==> src/rtl/pcm_tx_arbiter.sv <==
// Two-channel byte FIFO + round-robin burst scheduler feeding one shared UART transmitter.
// Optional channel tag bytes are enabled by defining PCM_TX_TAG_EN.
module pcm_tx_arbiter #(
  parameter int         FIFO_AW   = 4,
  parameter int         MAX_BURST = 8,
  parameter logic [7:0] TAG_BASE  = 8'hF0
) (
  input  logic       clk,
  input  logic       reset_n,
  input  logic [7:0] a_data,
  input  logic       a_en,
  input  logic [7:0] b_data,
  input  logic       b_en,
  output logic [7:0] tx_data,
  output logic       tx_en,
  input  logic       tx_busy,
  output logic       grant,
  output logic [1:0] ovf
);

  localparam logic [1:0] S_IDLE  = 2'd0;
  localparam logic [1:0] S_ISSUE = 2'd1;
  localparam logic [1:0] S_HOLD  = 2'd2;
  localparam logic [1:0] S_WAIT  = 2'd3;

  localparam int               DEPTH     = 1 << FIFO_AW;
  localparam logic [FIFO_AW:0] FULL_CNT  = {1'b1, {FIFO_AW{1'b0}}};
  localparam logic [7:0]       BURST_MAX = 8'(MAX_BURST);

  logic [7:0]         mem  [2][DEPTH];
  logic [FIFO_AW-1:0] wptr [2];
  logic [FIFO_AW-1:0] rptr [2];
  logic [FIFO_AW:0]   cnt  [2];
  logic [7:0]         din  [2];
  logic [1:0]         in_en, full, nempty, push, pop;

  logic [1:0] state;
  logic       cur_ch, cur_tag;
  logic [7:0] burst;
  logic       sel_ok, sel_ch, sel_rst, need_tag;
  logic [7:0] sel_head;

  assign in_en  = {b_en, a_en};
  assign din[0] = a_data;
  assign din[1] = b_data;

  // The transmit strobe is simply the ISSUE state, so an async reset drops it at once.
  assign tx_en = (state == S_ISSUE);

  always_comb begin
    full   = '0;
    nempty = '0;
    push   = '0;
    pop    = '0;
    for (int ch = 0; ch < 2; ch++) begin
      full[ch]   = (cnt[ch] == FULL_CNT);
      nempty[ch] = (cnt[ch] != '0);
      push[ch]   = in_en[ch] && !full[ch];
      pop[ch]    = (state == S_ISSUE) && !cur_tag && (cur_ch == 1'(ch));
    end
  end

  // NOTE: FIFO storage has no reset; contents are only observable through the
  // reset pointers and counts, and leaving it unreset keeps it a plain RAM.
  always_ff @(posedge clk) begin
    for (int ch = 0; ch < 2; ch++) begin
      if (push[ch]) mem[ch][wptr[ch]] <= din[ch];
    end
  end

  // NOTE: all sequential state uses non-blocking assignments so every register
  // samples pre-edge values regardless of statement order.
  always_ff @(posedge clk or negedge reset_n) begin
    if (!reset_n) begin
      for (int ch = 0; ch < 2; ch++) begin
        wptr[ch] <= '0;
        rptr[ch] <= '0;
        cnt[ch]  <= '0;
      end
      ovf <= 2'b00;
    end else begin
      for (int ch = 0; ch < 2; ch++) begin
        if (push[ch]) wptr[ch] <= wptr[ch] + 1'b1;
        if (pop[ch])  rptr[ch] <= rptr[ch] + 1'b1;
        if (push[ch] && !pop[ch])      cnt[ch] <= cnt[ch] + 1'b1;
        else if (!push[ch] && pop[ch]) cnt[ch] <= cnt[ch] - 1'b1;
        // A pop in the same cycle never rescues a strobe that arrives while full.
        if (in_en[ch] && full[ch]) ovf[ch] <= 1'b1;
      end
    end
  end

  // NOTE: every output of this block gets a default first so no latch is inferred.
  always_comb begin
    sel_ok  = 1'b0;
    sel_ch  = grant;
    sel_rst = 1'b0;
    if (nempty[grant] && (burst < BURST_MAX)) begin
      sel_ok = 1'b1;
    end else if (nempty[~grant]) begin
      sel_ok  = 1'b1;
      sel_ch  = ~grant;
      sel_rst = 1'b1;
    end else if (nempty[grant]) begin
      sel_ok  = 1'b1;
      sel_rst = 1'b1;
    end
  end

  assign sel_head = mem[sel_ch][rptr[sel_ch]];

`ifdef PCM_TX_TAG_EN
  logic tag_sent;

  // grant tracks the channel of the last issued byte, tags included.
  assign need_tag = !tag_sent || (sel_ch != grant);

  always_ff @(posedge clk or negedge reset_n) begin
    if (!reset_n)                                        tag_sent <= 1'b0;
    else if ((state == S_IDLE) && sel_ok && need_tag)    tag_sent <= 1'b1;
  end
`else
  assign need_tag = 1'b0;
`endif

  always_ff @(posedge clk or negedge reset_n) begin
    if (!reset_n) begin
      state   <= S_IDLE;
      cur_ch  <= 1'b0;
      cur_tag <= 1'b0;
      burst   <= 8'd0;
      grant   <= 1'b1;
      tx_data <= 8'h00;
    end else begin
      case (state)
        S_IDLE: begin
          if (sel_ok) begin
            state   <= S_ISSUE;
            cur_ch  <= sel_ch;
            cur_tag <= need_tag;
            grant   <= sel_ch;
            tx_data <= need_tag ? (TAG_BASE | {7'b0, sel_ch}) : sel_head;
            if (sel_rst) burst <= 8'd0;
          end
        end
        S_ISSUE: begin
          state <= S_HOLD;
          if (!cur_tag && (burst != 8'hFF)) burst <= burst + 8'd1;
        end
        // One cycle of grace while the UART raises its busy flag.
        S_HOLD: state <= S_WAIT;
        default: if (!tx_busy) state <= S_IDLE;
      endcase
    end
  end

endmodule

==> config.mk <==
export PLATFORM = sky130hd
export DESIGN_NAME = pcm_tx_arbiter
export DESIGN_NICKNAME = d
export VERILOG_FILES = /design/src/rtl/pcm_tx_arbiter.sv
export SDC_FILE = /design/constraint.sdc
export NUM_CORES = 1
export LEC_CHECK = 0
export ABC_AREA = 0
export BUFFER_PORTS_ARGS = -buffer_cell sky130_fd_sc_hd__buf_2
export CAP_MARGIN = 20
export CORE_UTILIZATION = 50
export CTS_CLUSTER_DIAMETER = 150
export DETAILED_ROUTE_END_ITERATION = 12
export PLACE_DENSITY = 0.69
export SYNTH_ARGS = -nofsm -noshare
export SYNTH_HDL_FRONTEND = slang
export SYNTH_SLANG_ARGS = --single-unit
==> constraint.sdc <==
create_clock -name clk -period 2.6 [get_ports clk]
set_input_delay 0.52 -clock clk [delete_from_list [all_inputs] [get_ports clk]]
set_output_delay 0.52 -clock clk [all_outputs]
set_load 0.005 [all_outputs]
==> metrics <==
clock share of power 26.2%; synthesized area per cell 14.3 sq um; # DRC 0; Mapped Area 13700 sq um; Async SR Flop Fraction 15.8%; Num CTS Buffers 34; Synth Flop Type edfxtp_1; NetSw 0.00625 W; drt via density 5.80; Synth area leader edfxtp_1; Pleak 6.12 nW; CP arrival 3000 ps; IO Count 33; DRC marker count from the first detailed-route iteration 684; Max Fclk 380 MHz; relative slew slack 52.9%; layout cell share with drive strength beyond 1 28.9%; crit share post-route 101%; DP Wirelength 22700 um; crit-path cells or4_4 > nor2_4 > o22ai_4 > a21oi_4 > buf_12 > mux2_2 > o211ai_1 > o2111ai_1; Post-synth EDFFs 256; register share of total power 36.3%; DIE WIDTH 167 um; CP Buf/Inv Count 1; required time worst endpoint 2970 ps; HP Class input port to async pin; initial core utilization 50.8%; Max stage delay cell, worst path or4_4; Setup CP Type register to register; final net count 1123; TritonCTS sink count 304; outcome finished, violations left; worst skew pair latency 530 ps; flop and latch count out of synthesis 304; row count 60; MaxCap Viol Count 0; routed wire length 33300 um; core area 26900 sq um; H-tree levels 2; Die ar. 28000 sq um; diode count 0; CP delay by family, top compound AO/OA/AOI/OAI gates; Worst path max stage delay 580 ps; vias in the first global route 8504; RSZ-0062 raised after global routing true; CP startpoint kind register; CP max FO 16; synth top area cells edfxtp_1 (56%), dfrtp_1 (8.6%), mux2_2 (6.6%); Total Routing Usage GR 24.7%; routability congestion estimate 0.952; switching fraction of total power 34.1%; final total power 0.0183 W; Worst Tran Pin Value 706 ps; Synth top area share 56.3%; DR WL/cell 23.1 um; final setup vio count 4; Synth Warn # 0; grt total ovfl 0; Final ANT Viol Nets 0; drt first pass iters 5; worst vdd ir 0.000679 V; fin worst setup slack -33.1 ps; dpl cell area 14900 sq um; CTS tree done; Worst setup EP type register; sequential area share after synthesis 65.1%; Comb power frac 37.5%; initial antenna violation count 0; deepest clock path buffer count 3; Root Driver clkbuf_16; Area Overhead vs Synth 18.5%; clk slew on worst S/H paths 60 ps; Pins Over Slew Limit 0; pre-CTS setup slack -118 ps; Layout Skew 27.4 ps; Die H 167 um; final hold viol count 0; number of distinct library cells after synthesis 76; Synth Net Count 1001; P_int 0.0121 W; DR vias 8352; largest net degree at the start of global routing 49; Cell Pwr Density 1130 nW/um^2; Mapped Cells 954; first-pass GRT wire length 51100 um; violated checks negative setup slack; final worst path period need 2630 ps; Layout Cell Area excl Fill 16200 sq um; Port Buf Inserts 32
==> per-stage QoR <==
step | hold slack [ps] | util, % | TNS [ps] | std cells
after floorplan | 224 | - | 0 | 954
after detailed placement | 458 | 55.4 | -543 | 1377
after CTS | 156 | 60.1 | -0.141 | 1440
after global routing | 169 | 60.3 | -840 | 1440
after global placement | 448 | 55.4 | -198 | 1377
final | 131 | 60.3 | -62.5 | 1440
==> cells in the final DEF, fill, tap and decap left out, drive strengths merged, types with 19 or more instances in the layout <==
| cell | Yosys | routed |
|---|---|---|
| nor2 | 97 | 97 |
| mux2i | 85 | 85 |
| xnor2 | 19 | 19 |
| edfxtp | 256 | 256 |
| a21oi | 20 | 20 |
| ha | 24 | 24 |
| nand2 | 74 | 74 |
| buf | 24 | 138 |
| mux2 | 80 | 80 |
| clkbuf | 28 | 42 |
| inv | 22 | 24 |
| dfrtp | 47 | 47 |
| a211oi | 21 | 21 |
==> worst register-to-register path, cell delays in order, from the launching register on <==
cell,delay [ps]
dfrtp_1,420
or4_4,580
nor2_4,130
o22ai_4,120
a21oi_4,240
buf_12,200
mux2_2,350
o211ai_1,280
o2111ai_1,160
==> Yosys cell counts, types with 3 or more instances <==
library cell	count
a221oi_1	4
a31oi_1	7
nand4_1	7
a21boi_0	3
buf_6	5
a2111o_1	7
and2_1	6
clkbuf_1	26
mux2_2	80
edfxtp_1	256
buf_1	15
nor2_1	94
inv_1	22
a21oi_1	18
o21ai_0	13
xnor2_1	19
o211ai_1	8
nor2b_1	3
dfrtp_1	47
a311oi_1	3
nor3_1	10
a211oi_1	18
nand2_1	72
mux2i_1	85
a21boi_1	4
nand2b_1	5
o221ai_1	3
ha_1	24
xor2_1	7
a21o_1	5
o22ai_1	13
nand3_1	6
o221ai_2	4
==> cells by family after synthesis <==
family,synth area share [%]
muxes,13.1
buffers and inverters,2.40
adders and majority gates,2.49
and+or+nand+nor,7.38
AOI/OAI and AO/OA,7.87
DFF,65.1
xor gates and xnor gates,1.67
==> metal layers <==
layer	up-vias	track usage, %	wire (um)
li1	3831	-	-
met2	242	41.3	16400
met3	57	3.97	1720
met4	0	8.58	1010
met5	-	0	0
met1	4222	32.9	14200
==> power groups by stage <==
| stage | combinational (W) | sequential, W | clock [W] |
|---|---|---|---|
| 6_report | 0.00687 | 0.00666 | 0.00480 |
| 5_1_grt | 0.00745 | 0.00674 | 0.00505 |
| 4_1_cts | 0.00679 | 0.00665 | 0.00487 |
| 3_5_place_dp | 0.00654 | 0.00674 | 0 |
| 3_3_place_gp | 0.00649 | 0.00671 | 0 |
| 2_1_floorplan | 0.00441 | 0.00641 | 0 |
==> repair_timing <==
item	in CTS	in global routing
gates cloned	1	0
setup endpoints to repair	8	11
gates resized for setup	17	14
pin swaps	12	6
buffers inserted	3	1
hold buffers	0	0
hold endpoints to repair	0	0
==> path summary, 6_finish.rpt <==
path | from | to | slack, ps | cells past startpoint
worst max-delay path | cnt[1] | tx_data[4] | -30 | 8
worst max register to register | cnt[1] | tx_data[4] | -30 | 8
worst min register to register | ovf[1] | ovf[1] | 470 | 1
max in group asynchronous | reset_n | rptr[1] | 1940 | 2
worst min-delay path | reset_n | wptr[5] | 130 | 2
min in group clk | b_en | ovf[1] | 260 | 2
==> flip-flops by register name, summed over array words and instances (netlist names) <==
signal and count:
mem 256, cnt 10, burst 8, rptr 8
tx_data 8, wptr 8, ovf 2, state 2
cur_ch 1, grant 1
==> area by class of cell <==
type | instances | area [sq um]
sequential | 304 | 8890
timing repair buffer | 138 | 1100
clock buffer | 42 | 901
inverter | 22 | 82.6
fill | 2111 | 10700
multi-input combinational | 576 | 4580
tap | 341 | 427
clock inverter | 17 | 214
Note: power is estimated with default switching activity, not from simulation.
